### config.mk
export PLATFORM = sky130hd
export DESIGN_NAME = pc_sequencer_flat
export DESIGN_NICKNAME = d
export VERILOG_FILES = /design/src/rtl/pc_sequencer_if.sv /design/src/rtl/pc_sequencer.sv /design/src/flat_wrapper.sv
export SDC_FILE = /design/constraint.sdc
export NUM_CORES = 1
export LEC_CHECK = 0
export CAP_MARGIN = 5
export CORE_MARGIN = 1.5
export CORE_UTILIZATION = 49
export DETAILED_ROUTE_END_ITERATION = 12
export MAX_ROUTING_LAYER = met4
export PLACE_DENSITY = 0.81
export SLEW_MARGIN = 20
export SYNTH_ARGS = -nofsm -noshare
export SYNTH_HDL_FRONTEND = slang
export SYNTH_SLANG_ARGS = --single-unit
### constraint.sdc
create_clock -name clk -period 4.9 [get_ports clk]
set_input_delay 0.98 -clock clk [delete_from_list [all_inputs] [get_ports clk]]
set_output_delay 0.98 -clock clk [all_outputs]
set_load 0.05 [all_outputs]
### src/rtl/pc_sequencer_if.sv
// Fetch handshake between the PC sequencer (master) and instruction memory (slave).
interface pc_sequencer_if;
  logic        imem_req;
  logic [31:0] imem_addr;
  logic        imem_ack;

  modport master (output imem_req, output imem_addr, input imem_ack);
  modport slave  (input imem_req, input imem_addr, output imem_ack);
endinterface

### src/rtl/pc_sequencer.sv
// Program-counter owner: fetches via req/ack, selects next PC from jump, branch or
// sequential flow, and halts on misaligned redirects or fetch timeouts.
module pc_sequencer #(
  parameter logic [31:0] RESET_PC = 32'h0000_0000,
  parameter int unsigned MAX_WAIT = 16
) (
  input  logic                  clk,
  input  logic                  rst_n,
  input  logic                  stall,
  input  logic                  jump_en,
  input  logic [31:0]           jump_addr,
  input  logic                  branch_en,
  input  logic [31:0]           branch_offset,
  pc_sequencer_if.master        imem,
  output logic                  instr_valid,
  output logic [31:0]           pc,
  output logic [3:0]            pc_region,
  output logic                  misalign_err,
  output logic                  timeout_err
);

  typedef enum logic [1:0] {
    S_BOOT,
    S_REQ,
    S_VALID,
    S_HALT
  } state_t;

  localparam logic [8:0] MAX_WAIT_C = MAX_WAIT[8:0];

  state_t      state_q, state_d;
  logic [31:0] pc_q, pc_d;
  logic [7:0]  wait_q, wait_d;
  logic        req_q, req_d;
  logic        valid_q, valid_d;
  logic        misalign_q, misalign_d;
  logic        timeout_q, timeout_d;

  logic [31:0] pc_plus4;
  logic [31:0] branch_target;
  logic [31:0] next_pc;
  logic        redirect;
  logic [8:0]  wait_inc;

  assign pc_plus4      = pc_q + 32'd4;
  assign branch_target = pc_plus4 + (branch_offset << 2);
  assign wait_inc      = {1'b0, wait_q} + 9'd1;

  // Jump outranks branch; both outrank sequential flow.
  always_comb begin
    next_pc  = pc_plus4;
    redirect = 1'b0;
    if (jump_en) begin
      next_pc  = jump_addr;
      redirect = 1'b1;
    end else if (branch_en) begin
      next_pc  = branch_target;
      redirect = 1'b1;
    end
  end

  always_comb begin
    state_d    = state_q;
    pc_d       = pc_q;
    wait_d     = wait_q;
    misalign_d = misalign_q;
    timeout_d  = timeout_q;

    case (state_q)
      S_BOOT: begin
        wait_d  = 8'd0;
        state_d = S_REQ;
      end
      S_REQ: begin
        if (imem.imem_ack) begin
          wait_d  = 8'd0;
          state_d = S_VALID;
        end else if (wait_inc >= MAX_WAIT_C) begin
          wait_d    = wait_inc[7:0];
          timeout_d = 1'b1;
          state_d   = S_HALT;
        end else begin
          wait_d = wait_inc[7:0];
        end
      end
      S_VALID: begin
        if (!stall) begin
          if (redirect && (next_pc[1:0] != 2'b00)) begin
            misalign_d = 1'b1;
            state_d    = S_HALT;
          end else begin
            pc_d    = next_pc;
            state_d = S_REQ;
          end
        end
      end
      S_HALT: begin
        state_d = S_HALT;
      end
      default: begin
        state_d = S_HALT;
      end
    endcase

    // Handshake outputs are flopped from the state we are about to enter.
    req_d   = (state_d == S_REQ);
    valid_d = (state_d == S_VALID);
  end

  always_ff @(posedge clk or negedge rst_n) begin
    if (!rst_n) begin
      state_q    <= S_BOOT;
      pc_q       <= RESET_PC;
      wait_q     <= 8'd0;
      req_q      <= 1'b0;
      valid_q    <= 1'b0;
      misalign_q <= 1'b0;
      timeout_q  <= 1'b0;
    end else begin
      state_q    <= state_d;
      pc_q       <= pc_d;
      wait_q     <= wait_d;
      req_q      <= req_d;
      valid_q    <= valid_d;
      misalign_q <= misalign_d;
      timeout_q  <= timeout_d;
    end
  end

  assign imem.imem_req  = req_q;
  assign imem.imem_addr = pc_q;
  assign instr_valid    = valid_q;
  assign pc             = pc_q;
  assign pc_region      = pc_plus4[31:28];
  assign misalign_err   = misalign_q;
  assign timeout_err    = timeout_q;

endmodule
### src/flat_wrapper.sv
// flat-port wrapper written by rule: the top's interface ports become plain ports
module pc_sequencer_flat 
#(
  parameter logic [31:0] RESET_PC = 32'h0000_0000,
  parameter int unsigned MAX_WAIT = 16
)
  (clk, rst_n, stall, jump_en, jump_addr, branch_en, branch_offset, instr_valid, pc, pc_region, misalign_err, timeout_err, imem_imem_req, imem_imem_addr, imem_imem_ack);
  pc_sequencer_if imem_i ();
  input  logic clk;
  input  logic rst_n;
  input  logic stall;
  input  logic jump_en;
  input  logic [31:0] jump_addr;
  input  logic branch_en;
  input  logic [31:0] branch_offset;
  output logic instr_valid;
  output logic [31:0] pc;
  output logic [3:0] pc_region;
  output logic misalign_err;
  output logic timeout_err;
  output wire logic [$bits(imem_i.imem_req)-1:0] imem_imem_req;
  output wire logic [$bits(imem_i.imem_addr)-1:0] imem_imem_addr;
  input wire logic [$bits(imem_i.imem_ack)-1:0] imem_imem_ack;
  assign imem_imem_req = imem_i.imem_req;
  assign imem_imem_addr = imem_i.imem_addr;
  assign imem_i.imem_ack = imem_imem_ack;
  pc_sequencer #(.RESET_PC(RESET_PC), .MAX_WAIT(MAX_WAIT)) u_core (.clk(clk), .rst_n(rst_n), .stall(stall), .jump_en(jump_en), .jump_addr(jump_addr), .branch_en(branch_en), .branch_offset(branch_offset), .imem(imem_i), .instr_valid(instr_valid), .pc(pc), .pc_region(pc_region), .misalign_err(misalign_err), .timeout_err(timeout_err));
endmodule
# Word level (Yosys, flattened, before mapping)
# Cells that the tools add are included.
[word_totals] elab_cells=37 regBits=46 output_inout_bits=72
[classes] mux=11 n_eq_ne=5 n_bitwise=3 reduce_logical=7 addsub=3 order_cmp=1
[ops] cell="32-bit 2-to-1 mux" n=2
[ops] cell="32-bit by 3-bit adder with 32-bit output (second input constant)" n=1
[ops] cell="32-bit adder" n=1
[ops] cell="8-bit case mux with 2 select lines" n=1
[ops] cell="8-bit by 1-bit adder with 9-bit output (second input constant)" n=1
[ops] cell="9-bit by 5-bit >= comparator with 1-bit output (second input constant)" n=1
[ops] cell="3-bit AND reduction" n=3
[ops] cell="2-bit 2-to-1 mux" n=4
[ops] cell="8-bit 2-to-1 mux" n=1
[ops] cell="2-bit case mux with 4 select lines" n=1
[ops] cell="2-bit == test (second input constant)" n=3
[ops] cell="2-bit by 1-bit == test with 1-bit output (second input constant)" n=2
[ops] cell="2-bit nonzero test" n=2
[ops] cell="1-bit inverter" n=3
[ops] cell="2-bit logical NOT" n=1
[ops] cell="1-bit 2-to-1 mux" n=2
[ops] cell="1-bit logical AND" n=1

# Depth between registers and ports, before layout
[logic_depth] word_depth=10 depth_mapped=17 mapped_depth_nobuf=16

# Worst setup path before layout
# Ideal clock, no wire load.
[synth_timing] kind="register -> register" start="reg u_core.pc_q[2] (netlist: u_core.imem.imem_addr[2])" end="reg u_core.pc_q[31] (netlist: u_core.imem.imem_addr[31])" setup_time_ns=0.128 path_stages_with_launch=16 synth_period_minus_slack_ns=4.345 path_slack_ns=0.555 t_required_ns=4.772 n_path_buf=0 arrival_time_ns=4.217 cell_sequence="dfrtp_1 > ha_1 > and4_4 > nand4_1 > or3_4 > nor2_1 > xor2_1 > ha_1 > a21o_1 > nor3_1 > o21ai_0 > o21ai_0 > mux2i_1 > nor3_1 > mux2i_1 > nand3_1"
[synth_between] elab_chain_len=4
[synth_lines] element="from (decl)" line="pc_sequencer.sv:32" source="logic [31:0] pc_q, pc_d;"
[synth_lines] element="from (signal assigned)" line="pc_sequencer.sv:121" source="pc_q <= pc_d;"
[synth_lines] element="32-bit by 3-bit adder with 32-bit output" line="pc_sequencer.sv:45" source="assign pc_plus4 = pc_q + 32'd4;"
[synth_lines] element="named net pc_region[0]" line="flat_wrapper.sv:18" source="output logic [3:0] pc_region;"
[synth_lines] element="32-bit adder" line="pc_sequencer.sv:46" source="assign branch_target = pc_plus4 + (branch_offset << 2);"
[synth_lines] element="32-bit 2-to-1 mux" line="pc_sequencer.sv:56" source="end else if (branch_en) begin"
[synth_lines] element="32-bit 2-to-1 mux" line="pc_sequencer.sv:53" source="if (jump_en) begin"
# The timed path passes the listed nets, and every way through them passes these cells.
# A chain may end at the register's enable or synchronous reset.

# Worst setup path after layout
[layout_timing] start="reg u_core.pc_q[2] (netlist: u_core.imem.imem_addr[2])" end="out pc_region[0]"
[layout_between] elab_chain_len=1
[layout_lines] element="32-bit by 3-bit adder with 32-bit output" line="pc_sequencer.sv:45"
[layout_lines] element="to (decl)" line="flat_wrapper.sv:18"
# No other way between the ends.

==> results.tsv <==
metric	value	unit
GRT overflow	0	
largest net degree at the start of global routing	47	
Port Buf Inserts	139	
syn avg cell area	7.882	um^2
Worst Path Arrival	3.35	ns
Die W	103.3	um
CP max stage delay	0.87	ns
fmax	230.8	MHz
Pleak	2.740	nW
pre-CTS setup slack	0.6762	ns
sequential power share	0.217	
Reg2Reg Capture Point	u_core.imem.imem_addr[31]	
hold depth	1	
final std cells w/o fill	853	
pwr dens	446.2	mW/mm^2
DRT antenna net count	0	
DRC	0	
post-cts sizing count	0	
Reg clk slew, reported paths	0.10	ns
max_cap viols	0	
Worst setup SP type	flop	
cells along the critical path	ha_1 > and4_4 > nand4_1 > or3_4 > nor2_1 > xor2_1 > clkdlybuf4s50_1	
HP Start	u_core.timeout_err	
First-pass DRT Iterations	5	
Switching Share	0.5431	
wire per inst	17.78	um
# rows	36	
critical path type	reg -> out	
post-CTS setup buffers	0	
GP Congestion	0.9347	
cell taking the most area after synthesis	dfrtp_1	
top cell type's share of synthesized area	0.2337	
overall routing resource usage	0.3001	
VDD IR max	0.3099	mV
HP Class	reg -> reg	
routed vias/inst	5.940	
Yosys cell types	65	
fraction of registers with async set or reset after synthesis	1.000	
final core utilization	0.6414	
Vias	5067	
Reg2Reg Depth	15	
DP Cell Count	845	
share of layout cells above drive strength 1	0.04861	
# diodes	0	
Initial DRC Count	278	
first-pass GRT wire length	24190	um
CP endpoint kind	primary output	
WL final	15170	um
H-tree depth	2	
CTS Hold Bufs	0	
CP Max Fanout	9	
antenna violations before repair	0	
clock root buffer	clkbuf_8	
Psw	1.519	mW
clock share of power	0.095	
core box area	0.009774	mm^2
max-slew violations	0	
starting density of the core	0.5040	
Final Critical Period	4.332	ns
Skew-Pair Late Insertion Delay	0.32	ns
Synth Instances	625	
Post-synth EDFFs	0	
Worst Setup Slack, final	0.5679	ns
Pint	1.278	mW
area delta synth->final	27.28	%
Die Height	103.3	um
CTS tree	yes	
clock sinks	46	
Die ar.	0.01066	mm^2
combinational share of power	0.688	
I/O Pins	142	
# setup viols final	0	
top cells by area, synth	dfrtp_1 (23%), ha_1 (9.7%), o21ai_0 (5.7%)	
Inserted Clock Buffers	5	
CP required	3.92	ns
Post-DP HPWL	11490	um
YS warnings	0	
Post-Syn Area	0.004926	mm^2
Hold EP	u_core.timeout_err	
Final Skew	0.005264	ns
sequential-to-total area share from yosys stat	0.2337	
ys flop type	dfrtp_1	
Slew @ Worst Pin	0.8776	ns
worst rel slew slack	0.4104	
Fin Setup TNS	0	ns
vias in the first global route	5030	
Crit-path slowest cell	clkdlybuf4s50_1	
flops & latches, synth	46	
unrepaired setup endpoints after global routing	no	
deepest clock path buffer count	2	
syn nets	734	
Post-layout nets	828	
FF-to-FF Start	u_core.imem.imem_addr[7]	
Tcrit/Tclk final	0.8841	
reg-to-reg slack, setup	0.66	ns
Final Hold Violating Endpoints	0	
total chip power	2.798	mW
status	completed	
## per-layer routing
layer	up-vias	global-route usage	wire length, um
met5	-	-	0
met4	0	0.1195	366
met3	34	0.03159	909
met2	197	0.5076	7406
met1	2403	0.3679	6488
li1	2433	-	-
## state kept, by name, summed over array words and instances, names as in the netlist
signal / cells
u_core.instr_valid: 1
u_core.imem.imem_addr: 32
u_core.timeout_err: 1
u_core.misalign_err: 1
u_core.state_q: 2
u_core.wait_q: 8
u_core.imem.imem_req: 1
## cell usage after synthesis (all sizes together) (16+ instances only)
library cell,number
xnor2,32
nand3,18
clkbuf,22
dfrtp,46
buf,35
inv,20
nand4,17
xor2,16
a21o,16
ha,38
nor2,46
o21ai,59
a21oi,48
nand2,73
## worst max-delay path: cells and delay by family (launching register included)
kind | cells | cell delay (ns)
adder cells (fa/ha/maj) | 1 | 0.27
flip-flops | 1 | 0.55
XOR/XNOR | 1 | 0.32
buffers and inverters | 1 | 0.87
AND/OR/NAND/NOR | 4 | 1.02
## layout make-up
| type | instances | area, um^2 |
|---|---|---|
| sequential | 46 | 1151 |
| timing repair buffer | 144 | 1426 |
| inverter | 20 | 75.07 |
| fill | 908 | 3505 |
| multi-input combinational | 502 | 3357 |
| tap | 133 | 166.4 |
| clock inverter | 3 | 25.02 |
| clock buffer | 5 | 68.82 |
## power groups by stage
stage | logic, mW | clock network [mW] | registers (mW)
2_1_floorplan | 1.20 | 0 | 0.830
3_3_place_gp | 1.89 | 0 | 0.604
3_5_place_dp | 1.91 | 0 | 0.611
4_1_cts | 1.92 | 0.275 | 0.603
5_1_grt | 2.07 | 0.288 | 0.622
6_report | 1.93 | 0.266 | 0.606
## cells in the final DEF (no fill, tap or decap), types with 5 or more instances in the layout
| cell type | synthesis | layout |
|---|---|---|
| ha_1 | 38 | 38 |
| or3_1 | 6 | 6 |
| o22ai_1 | 6 | 6 |
| buf_4 | 32 | 6 |
| a211oi_1 | 6 | 6 |
| o31ai_1 | 8 | 8 |
| a221oi_1 | 5 | 5 |
| and2_1 | 7 | 7 |
| o211ai_1 | 8 | 8 |
| a21oi_1 | 46 | 46 |
| xor2_1 | 15 | 15 |
| o21ai_0 | 56 | 56 |
| inv_1 | 20 | 20 |
| nor2_1 | 44 | 44 |
| mux2i_1 | 9 | 9 |
| nand3_1 | 17 | 17 |
| a21o_1 | 16 | 16 |
| clkbuf_8 | 0 | 5 |
| clkdlybuf4s50_1 | 0 | 138 |
| o21bai_1 | 7 | 7 |
| xnor2_1 | 31 | 31 |
| dfrtp_1 | 46 | 46 |
| a31oi_1 | 6 | 6 |
| nand4_1 | 17 | 17 |
| nor2b_1 | 5 | 5 |
| nand2_1 | 72 | 72 |
| and3_1 | 9 | 9 |
| nor3_1 | 13 | 13 |
## stage by stage
step / hold WS [ns] / instance area [um^2]
6_report: 0.4740 / 6270
5_1_grt: 0.5021 / 6270
4_1_cts: 0.4773 / 6267
3_5_place_dp: 0.4527 / 6173
3_3_place_gp: 0.4421 / 6173
2_1_floorplan: 0.4518 / 4926
## how the worst max path moves through the flow
stage / startpoint / end / slack [ns] / cells after the start
6_report: u_core.imem.imem_addr[2] / pc_region[0] / 0.57 / 7
5_1_grt: u_core.imem.imem_addr[7] / u_core.imem.imem_addr[31] / 0.38 / 15
4_1_cts: u_core.imem.imem_addr[2] / pc_region[0] / 0.58 / 7
3_5_place_dp: branch_offset[0] / u_core.imem.imem_addr[26] / 0.68 / 12
3_3_place_gp: branch_offset[0] / u_core.imem.imem_addr[26] / 0.67 / 12
2_1_floorplan: u_core.imem.imem_addr[2] / u_core.imem.imem_addr[31] / 0.55 / 15
## logic make-up (layout without fill, tap and decap cells)
family | count (synthesis) | count (layout) | synth area share
mux | 9 | 9 | 0.01829
xor+xnor | 48 | 48 | 0.08839
fa+ha+maj | 39 | 39 | 0.1006
simple gates | 212 | 212 | 0.2164
compound gates | 194 | 194 | 0.2578
flops | 46 | 46 | 0.2337
buf+inv | 77 | 172 | 0.08483
(Power assumes the default switching activity.)
